--- src/rtl/dsp_pkg.sv ---
// Shared types and constants for the playback speed-control DSP stage.
package dsp_pkg;
  localparam int SAMPLE_W = 16;
  localparam int SPEED_W  = 3;
  localparam int DIV_LAT  = 20;

  typedef enum logic [2:0] {
    S_IDLE  = 3'd0,
    S_FETCH = 3'd1,
    S_WAIT  = 3'd2,
    S_OUT   = 3'd3,
    S_PAUSE = 3'd4
  } dsp_state_e;

  // Clamp a widened sum back into the signed sample range.
  function automatic logic signed [SAMPLE_W-1:0] sat_sample(input logic signed [SAMPLE_W+1:0] x);
    if (x > $signed({3'b000, {(SAMPLE_W-1){1'b1}}}))
      return {1'b0, {(SAMPLE_W-1){1'b1}}};
    else if (x < $signed({3'b111, {(SAMPLE_W-1){1'b0}}}))
      return {1'b1, {(SAMPLE_W-1){1'b0}}};
    else
      return x[SAMPLE_W-1:0];
  endfunction
endpackage

--- src/rtl/dsp_div.sv ---
// Sequential restoring divider: 20b signed dividend / 4b unsigned divisor,
// one quotient bit per cycle, truncating toward zero.
module dsp_div
  import dsp_pkg::*;
(
  input  logic               i_clk,
  input  logic               i_rst,
  input  logic               i_start,
  input  logic signed [19:0] i_dividend,
  input  logic [3:0]         i_divisor,
  output logic               o_busy,
  output logic               o_done,
  output logic signed [19:0] o_quot
);
  logic        r_busy, r_done, r_neg;
  logic [4:0]  r_cnt;
  logic [3:0]  r_rem, r_dvs;
  logic [19:0] r_q;
  logic [4:0]  w_shift, w_trial;

  assign w_shift = {r_rem, r_q[19]};
  assign w_trial = w_shift - {1'b0, r_dvs};

  always_ff @(posedge i_clk or negedge i_rst) begin
    if (!i_rst) begin
      r_busy <= 1'b0;
      r_done <= 1'b0;
      r_neg  <= 1'b0;
      r_cnt  <= '0;
      r_rem  <= '0;
      r_dvs  <= '0;
      r_q    <= '0;
    end else begin
      r_done <= 1'b0;
      if (i_start && !r_busy) begin
        r_busy <= 1'b1;
        r_neg  <= i_dividend[19];
        r_q    <= i_dividend[19] ? 20'(-i_dividend) : i_dividend;
        r_rem  <= '0;
        r_dvs  <= i_divisor;
        r_cnt  <= 5'(DIV_LAT);
      end else if (r_busy) begin
        // Negative trial (bit 4 set) means the divisor did not fit: restore.
        if (!w_trial[4]) begin
          r_rem <= w_trial[3:0];
          r_q   <= {r_q[18:0], 1'b1};
        end else begin
          r_rem <= w_shift[3:0];
          r_q   <= {r_q[18:0], 1'b0};
        end
        r_cnt <= r_cnt - 5'd1;
        if (r_cnt == 5'd1) begin
          r_busy <= 1'b0;
          r_done <= 1'b1;
        end
      end
    end
  end

  assign o_busy = r_busy;
  assign o_done = r_done;
  assign o_quot = r_neg ? 20'(-r_q) : r_q;
endmodule

--- src/rtl/dsp_speed_ctrl.sv ---
// Re-times SRAM samples to the DAC tick: fast mode decimates 1-of-N, slow mode
// stretches each sample over N ticks. DSP_LINEAR_INTERP_EN enables linear interpolation.
module dsp_speed_ctrl
  import dsp_pkg::*;
(
  input  logic                       i_clk,
  input  logic                       i_rst,
  input  logic                       i_play,
  input  logic                       i_stop,
  input  logic                       i_fast,
  input  logic [SPEED_W-1:0]         i_speed,
  output logic                       o_req,
  input  logic signed [SAMPLE_W-1:0] i_rdata,
  input  logic                       i_rvalid,
  input  logic                       i_end,
  input  logic                       i_dac_tick,
  output logic signed [SAMPLE_W-1:0] o_dac_data,
  output logic                       o_dac_valid,
  output logic                       o_done
);
  localparam logic [SPEED_W:0] N_ONE = (SPEED_W+1)'(1);

  dsp_state_e                 r_state, r_ret, w_nxt_wait;
  logic [SPEED_W:0]           r_n, r_fcnt, r_tcnt;
  logic                       r_fast, r_req, r_dac_valid, r_done;
  logic signed [SAMPLE_W-1:0] r_cur, r_dac_data, w_val;
  logic                       w_tick_acc, w_last_tick, w_grp_end, w_grp_start, w_more;

  assign w_tick_acc  = (r_state == S_OUT) && i_play && i_dac_tick && !i_stop;
  assign w_last_tick = r_fast || (r_n == N_ONE) || (r_tcnt + N_ONE == r_n);
  assign w_grp_end   = w_tick_acc && w_last_tick;
  assign w_grp_start = !i_stop && (((r_state == S_IDLE) && i_play) || w_grp_end);
  assign w_more      = r_fast && (r_fcnt + N_ONE < r_n);
  assign w_nxt_wait  = w_more ? S_FETCH : S_OUT;

`ifdef DSP_LINEAR_INTERP_EN
  logic signed [SAMPLE_W-1:0] r_prev;
  logic signed [19:0]         r_quot, w_quot, w_prod, w_diff20, w_k20;
  logic signed [SAMPLE_W:0]   w_diff;
  logic signed [SAMPLE_W+1:0] w_sum;
  logic                       r_qv, r_inflight, w_busy, w_done, w_go, w_interp;

  assign w_interp = !r_fast && (r_n != N_ONE);
  assign w_diff   = (SAMPLE_W+1)'(r_cur) - (SAMPLE_W+1)'(r_prev);
  assign w_diff20 = 20'(w_diff);
  assign w_k20    = 20'(r_tcnt + N_ONE);
  assign w_prod   = w_diff20 * w_k20;
  // Quotient for the next tick is launched once per tick slot, never alongside a tick.
  assign w_go     = (r_state == S_OUT) && w_interp && !r_qv && !r_inflight && !w_busy &&
                    !i_dac_tick && !i_stop;

  dsp_div u_div (
    .i_clk      (i_clk),
    .i_rst      (i_rst),
    .i_start    (w_go),
    .i_dividend (w_prod),
    .i_divisor  (r_n),
    .o_busy     (w_busy),
    .o_done     (w_done),
    .o_quot     (w_quot)
  );

  always_ff @(posedge i_clk or negedge i_rst) begin
    if (!i_rst) begin
      r_prev     <= '0;
      r_quot     <= '0;
      r_qv       <= 1'b0;
      r_inflight <= 1'b0;
    end else begin
      if (w_go) r_inflight <= 1'b1;
      if (w_done && r_inflight) begin
        r_quot     <= w_quot;
        r_qv       <= 1'b1;
        r_inflight <= 1'b0;
      end
      if (w_tick_acc) r_qv <= 1'b0;
      if (w_grp_end) r_prev <= r_cur;
      // A division left running across a stop completes with r_inflight low and is discarded.
      if (i_stop || ((r_state == S_IDLE) && i_play)) begin
        r_prev     <= '0;
        r_qv       <= 1'b0;
        r_inflight <= 1'b0;
      end
    end
  end

  assign w_sum = (SAMPLE_W+2)'(r_prev) + (SAMPLE_W+2)'(r_quot);
  assign w_val = w_interp ? sat_sample(w_sum) : r_cur;
`else
  assign w_val = r_cur;
`endif

  always_ff @(posedge i_clk or negedge i_rst) begin
    if (!i_rst) begin
      r_state     <= S_IDLE;
      r_ret       <= S_IDLE;
      r_n         <= N_ONE;
      r_fast      <= 1'b0;
      r_fcnt      <= '0;
      r_tcnt      <= '0;
      r_cur       <= '0;
      r_req       <= 1'b0;
      r_dac_data  <= '0;
      r_dac_valid <= 1'b0;
      r_done      <= 1'b0;
    end else begin
      r_req       <= 1'b0;
      r_dac_valid <= 1'b0;
      r_done      <= 1'b0;
      if (i_stop) begin
        r_state    <= S_IDLE;
        r_dac_data <= '0;
        r_fcnt     <= '0;
        r_tcnt     <= '0;
      end else begin
        unique case (r_state)
          S_IDLE: ;
          S_FETCH: begin
            if (!i_play) begin
              r_state <= S_PAUSE;
              r_ret   <= S_FETCH;
            end else begin
              r_req   <= 1'b1;
              r_state <= S_WAIT;
            end
          end
          // The outstanding request is always absorbed before honouring a pause.
          S_WAIT: begin
            if (i_rvalid) begin
              r_cur  <= i_rdata;
              r_fcnt <= r_fcnt + N_ONE;
              if (!i_play) begin
                r_state <= S_PAUSE;
                r_ret   <= w_nxt_wait;
              end else begin
                r_state <= w_nxt_wait;
              end
            end
          end
          S_OUT: begin
            if (!i_play) begin
              r_state <= S_PAUSE;
              r_ret   <= S_OUT;
            end else if (i_dac_tick) begin
              r_dac_data  <= w_val;
              r_dac_valid <= 1'b1;
              r_tcnt      <= r_tcnt + N_ONE;
              if (w_last_tick) begin
                r_fcnt <= '0;
                r_tcnt <= '0;
              end
            end
          end
          S_PAUSE: if (i_play) r_state <= r_ret;
          default: r_state <= S_IDLE;
        endcase
        if (w_grp_start) begin
          if (i_end) begin
            r_state <= S_IDLE;
            r_done  <= 1'b1;
          end else begin
            r_state <= S_FETCH;
            r_n     <= {1'b0, i_speed} + N_ONE;
            r_fast  <= i_fast;
          end
        end
      end
    end
  end

  assign o_req       = r_req;
  assign o_dac_data  = r_dac_data;
  assign o_dac_valid = r_dac_valid;
  assign o_done      = r_done;
endmodule

--- config.mk ---
export PLATFORM = sky130hd
export DESIGN_NAME = dsp_speed_ctrl
export DESIGN_NICKNAME = d
export VERILOG_FILES = /design/src/rtl/dsp_pkg.sv /design/src/rtl/dsp_div.sv /design/src/rtl/dsp_speed_ctrl.sv
export SDC_FILE = /design/constraint.sdc
export NUM_CORES = 1
export LEC_CHECK = 0
export ABC_AREA = 1
export ABC_CLOCK_PERIOD_IN_PS = 2000
export BUFFER_PORTS_ARGS = -buffer_cell sky130_fd_sc_hd__buf_4
export CORE_ASPECT_RATIO = 0.7
export CORE_UTILIZATION = 30
export CTS_BUF_LIST = sky130_fd_sc_hd__clkbuf_8
export DETAILED_ROUTE_END_ITERATION = 10
export PLACE_DENSITY = 0.57
export SLEW_MARGIN = 20
export SYNTH_ARGS = -nofsm -noshare
export SYNTH_HDL_FRONTEND = slang
export SYNTH_HIERARCHICAL = 1
export SYNTH_SLANG_ARGS = --single-unit
export TNS_END_PERCENT = 30
--- constraint.sdc ---
create_clock -name i_clk -period 2 [get_ports i_clk]
set_input_delay 0.4 -clock i_clk [delete_from_list [all_inputs] [get_ports i_clk]]
set_output_delay 0.4 -clock i_clk [all_outputs]
set_load 0.05 [all_outputs]
# Yosys cells after proc, flatten, opt, wreduce, memory -nomap -nowiden

Cells that the tools add are included.

Bits of input ports: 27
Bits in registers: 54
Output and inout port bits: 19

Muxes and demuxes: 40
$add $sub $neg: 3
$lt $le $gt $ge: 1
Reductions and logical operators: 23
Bitwise gates (word level): 2
Equality and inequality tests: 18

Operators with widths:

| operator                                                        | number |
|---|---|
| 16-bit 2-to-1 mux                                               | 4 |
| 4-bit 2-to-1 mux                                                | 10 |
| 3-bit 2-to-1 mux                                                | 11 |
| 3-bit inequality test, second input constant                    | 5 |
| 3-bit one-hot mux with 5 select lines                           | 1 |
| 4-bit inequality test, second input constant                    | 3 |
| 1-bit 2-to-1 mux                                                | 11 |
| 3-bit one-hot mux with 3 select lines                           | 1 |
| 3-bit AND reduction                                             | 3 |
| 4-bit by 1-bit adder with 4-bit output, second input constant   | 2 |
| 2-bit inequality test, second input constant                    | 4 |
| 4-bit one-hot mux with 2 select lines                           | 1 |
| 1-bit logical AND                                               | 7 |
| 3-bit by 2-bit == test with 1-bit output, second input constant | 2 |
| 6-bit AND reduction                                             | 1 |
| 2-bit nonzero test                                              | 3 |
| 3-bit nonzero test                                              | 2 |
| 5-bit AND reduction                                             | 1 |
| 3-bit by 1-bit adder with 4-bit output, second input constant   | 1 |
| 4-bit by 1-bit == test with 1-bit output, second input constant | 1 |
| 4-bit == test                                                   | 1 |
| 4-bit < comparator                                              | 1 |
| 4-bit AND reduction                                             | 1 |
| 3-bit by 1-bit == test with 1-bit output, second input constant | 1 |
| other kinds (6)                                                 | 9 |

# Logic depth before layout (Yosys ltp)

Depth after elaboration: 9
Gate-level depth with buffers: 14
Gate-level depth less buffers: 14

# Worst setup path after synthesis

Ideal clock, no wire load.

Path type: reg-to-reg
Start point: reg r_tcnt[0]
End point: reg r_n[2]
Period minus slack after synthesis: 1.694 ns
Slack: 0.306 ns
Cell stages (with the launch flop): 12
Arrival time: 1.567 ns
Path buffers: 0
Cell sequence: dfrtp_1 -> ha_1 -> xnor2_1 -> nand2_1 -> nor2_1 -> nand3_1 -> nand2_2 -> nand2_2 -> nand2_2 -> nand2_4 -> nor2_8 -> o21ai_0

Word-level cells in the longest chain between the ends: 7

RTL lines:

| what                                   | RTL line              | source |
|---|---|---|
| start: declaration                     | dsp_speed_ctrl.sv:24  | `logic [SPEED_W:0] r_n, r_fcnt, r_tcnt;` |
| start signal: assignment               | dsp_speed_ctrl.sv:147 | `r_tcnt <= r_tcnt + N_ONE;` |
| 4-bit by 1-bit adder with 4-bit output | dsp_speed_ctrl.sv:30  | `assign w_last_tick = r_fast \|\| (r_n == N_ONE) \|\| (r_tcnt + N_ONE == r_n);` |
| 4-bit == test                          | dsp_speed_ctrl.sv:30  |  |
| 1-bit logical OR                       | dsp_speed_ctrl.sv:30  |  |
| 1-bit logical AND                      | dsp_speed_ctrl.sv:31  | `assign w_grp_end = w_tick_acc && w_last_tick;` |
| 1-bit logical OR                       | dsp_speed_ctrl.sv:32  | `assign w_grp_start = !i_stop && (((r_state == S_IDLE) && i_play) \|\| w_grp_end);` |
| 1-bit logical AND                      | dsp_speed_ctrl.sv:32  |  |
| 3-bit AND reduction (no line)          | n/a                   |  |
| end signal: assignment                 | dsp_speed_ctrl.sv:163 | `r_n <= {1'b0, i_speed} + N_ONE;` |
| end: declaration                       | dsp_speed_ctrl.sv:24  |  |

Every way passes these cells.
A chain may end at the register's enable or synchronous reset.

# Final worst setup path

Start point: reg r_tcnt[0]
End point: reg r_n[3]

Same word-level chain as after synthesis.

==> flow_metrics.py <==
metrics = {
    "synthesis": {
        "seq_area_frac_synth_pct": 52.9,
        "netlist_area_mm2": 0.00251,
        "postSynthNetCount": 321,
        "syn_inst": 288,
        "synth_cell_types": 29,
        "synthFlopType": "dfrtp_1",
        "synth_area_leaders": "dfrtp_1, nand2_1, o21ai_0",
        "synth_edf_count": 0,
        "yosysTopAreaCell": "dfrtp_1",
        "yosysWarnings": 6,
        "syn_area_per_cell_um2": 8.72,
        "ys_ff_latch": 53,
        "ys_async_sr_fraction_pct": 100,
        "synth_top_area_share_pct": 51.8,
    },
    "cells_and_area": {
        "layout.nets": 368,
        "drive_gt1_share_pct": 22.4,
        "seqCellArea_mm2": 0.00133,
        "nFillCells": 833,
        "antenna_cells": 0,
        "syn_to_final_growth_pct": 23.0,
        "multiInputGateArea_um2": 980,
        "fin_util_pct": 38.7,
    },
    "route": {
        "drtAntennaViolNets": 0,
        "route.detailed.drc": 4,
        "vias": 2018,
        "drt_pass1_iterations": 7,
        "drtIter0Drc": 99,
        "drt-total-wl_um": 5630,
        "via_per_inst": 4.63,
        "wl_per_cell_um": 12.9,
    },
    "setup_path": {
        "cp_top_family": "simple AND/OR/NAND/NOR gates",
        "cp.arrival_ps": 2040,
        "slowest_stage": "dfrtp_2",
        "worstPathMaxFanout": 5,
        "cp_common_cell": "nand2_2",
        "cpPeakStageDelay_ps": 460,
        "cp_cell_sequence": "ha_4 > xnor2_1 > nand2_1 > nor2_1 > nand3_1 > nand2_2 > nand2_2 > nand2_2 > nand2_4 > nor2_8 > nand2_1 > o21ai_1",
        "required_ps": 2230,
        "crit_type": "register to register",
        "crit_path_start_kind": "register",
        "critPathBufInv": 0,
        "end_kind": "register",
    },
    "global_route": {
        "grt_antenna_before_repair": 0,
        "grt_pass1_vias": 1979,
        "grt_pass1_wl_um": 9520,
        "gr-usage-all-layers_pct": 13.7,
        "grt_overflow_total": 0,
        "grt_max_degree": 54,
    },
    "floorplanning": {
        "start_util_pct": 31.5,
        "dieArea_mm2": 0.00875,
        "die_width_um": 111,
        "std_cell_rows": 27,
        "coreArea_mm2": 0.00797,
        "io_pins": 46,
        "die_h_um": 78.5,
    },
    "clock_tree": {
        "cts.clk_slew.worst_paths_ps": 100,
        "clk_path_buf_depth": 2,
        "h-tree-depth": 2,
        "cts_hold_buf": 0,
        "clockRootBuffer": "clkbuf_8",
        "cts_sinks": 53,
        "clk_latency_ps": 300,
        "cts_tree": "yes",
        "numCtsBuffers": 5,
    },
    "power": {
        "power_density_mw_per_mm2": 844,
        "total_power_mw": 2.61,
        "power_leakage_nw": 1.55,
        "ir_worst_vdd_mv": 0.304,
    },
    "placement": {
        "gp_congestion": 0.854,
        "dp_hpwl_um": 3730,
        "portBuffers": 45,
    },
    "sta": {
        "setup_viol": 0,
        "period_needed_ps": 1810,
        "slew_viol_final": 0,
        "max_freq_mhz": 553,
        "finClkSkew_ps": 5.51,
        "min_period_over_period_pct": 90.3,
        "slew_headroom_pct": 54.5,
        "hold_violations": 0,
        "fin_tns_setup_ps": 0,
        "worst_pin_slew_ps": 683,
    },
    "status": {
        "status": "finished with violations",
        "violations": "design-rule violations",
    },
    "flow_run": {
        "max_cap_violations": 0,
    },
    "worst_hold_path": {
        "min_path_type": "primary input to asynchronous set/reset pin",
    },
}
-- where the power goes --
group | switching [mW] | internal [mW]
logic | 0.313 | 0.196
clock network | 0.362 | 0.371
registers | 0.0816 | 1.28
total | 0.757 | 1.85
-- cell usage after synthesis (3+ instances only) --
cell type	n
dfrtp_1	52
inv_1	42
nand2_2	5
o22ai_1	3
nor2_1	7
nand2_1	62
a21oi_1	5
buf_2	4
nand3_1	30
nand4_1	5
ha_1	6
clkbuf_1	3
o21ai_0	41
o211ai_1	3
inv_2	3
-- path summary, 6_finish.rpt --
path / startpoint / end / slack, ps / cells after the start
max in group asynchronous: i_rst / r_tcnt[0]$_DFFE_PN0P_ / 1400 / 1
setup / recovery: r_tcnt[0]$_DFFE_PN0P_ / r_n[3]$_DFFE_PN0P_ / 190 / 12
hold / removal: i_rst / r_n[2]$_DFFE_PN0P_ / 120 / 1
hold reg to reg: r_ret[0]$_DFFE_PN0P_ / r_ret[0]$_DFFE_PN0P_ / 460 / 2
setup reg to reg: r_tcnt[0]$_DFFE_PN0P_ / r_n[3]$_DFFE_PN0P_ / 190 / 12
min in group i_clk: i_fast / r_fast$_DFFE_PN0P_ / 290 / 3
-- placed cells by master (no fill, tap or decap) --
cell,count
nor2_8,1
dfrtp_1,51
dfrtp_2,1
ha_2,1
nand2_2,5
a21oi_2,1
bufinv_16,1
o21ai_1,1
buf_4,48
nand3_1,30
nand4_1,5
inv_6,1
nor3_4,1
o21ai_0,41
nor2_1,7
nand2_4,1
inv_2,3
nor2_4,3
a41oi_1,1
o22ai_1,3
clkbuf_8,5
o211ai_1,3
xnor2_1,2
ha_4,1
nand2_1,62
bufinv_8,1
inv_1,42
a21oi_1,5
xor2_1,2
ha_1,4
dfstp_2,1
o31ai_1,1
-- metal layers --
| layer | wire length, µm | GRT usage [%] | up-vias |
|---|---|---|---|
| met2 | 2370 | 20.6 | 46 |
| met3 | 338 | 4.09 | 6 |
| li1 | - | - | 1022 |
| met4 | 55 | 4.46 | 0 |
| met5 | 0 | 0 | - |
| met1 | 2860 | 18.7 | 944 |
-- worst reg2reg max path, cell delays in order (launching register included) --
cell,delay [ps]
dfrtp_2,460
ha_4,260
xnor2_1,150
nand2_1,60
nor2_1,90
nand3_1,80
nand2_2,110
nand2_2,70
nand2_2,90
nand2_4,100
nor2_8,140
nand2_1,60
o21ai_1,70
-- sequential cells by signal, indices dropped and copies added, names as in the netlist, 2 cells and up --
register / cells
o_dac_data: 16
r_fcnt: 4
r_state: 3
r_ret: 2
r_n: 4
r_cur: 16
r_tcnt: 4
-- cell families (layout without fill, tap and decap cells) --
logic type,Yosys count,in the layout,share of synthesized area (%)
compound gates,56,56,12.0
xor+xnor,4,4,1.40
flops,53,53,52.9
fa+ha+maj,6,6,2.99
buf+inv,55,101,9.17
simple gates,114,115,21.6
-- what timing repair did --
item,4_1_cts,5_1_grt
endpoints found under the setup margin,0,6
hold endpoints to repair,0,0
gates resized for setup,0,3
setup buffers,0,1
-- layout make-up --
class / instances / area share (%)
Tap cell: 101 / 4.09
Inverter: 46 / 6.03
Clock buffer: 5 / 2.23
Multi-Input combinational cell: 181 / 31.7
Timing Repair Buffer: 48 / 11.7
Sequential cell: 53 / 43.0
Clock inverter: 2 / 1.26
-- per-stage QoR --
| step | setup slack [ps] | area [µm²] | hold WS (ps) | instances |
|---|---|---|---|---|
| 6_report | 193 | 3090 | 125 | 436 |
| 5_1_grt | -2.01 | 3090 | 172 | 436 |
| 4_1_cts | 118 | 3050 | 148 | 434 |
| 3_5_place_dp | 155 | 2950 | 445 | 427 |
| 3_3_place_gp | 222 | 2950 | 445 | 427 |
| 2_1_floorplan | 306 | 2510 | 104 | 288 |
Power figures use the tool's default switching activity.
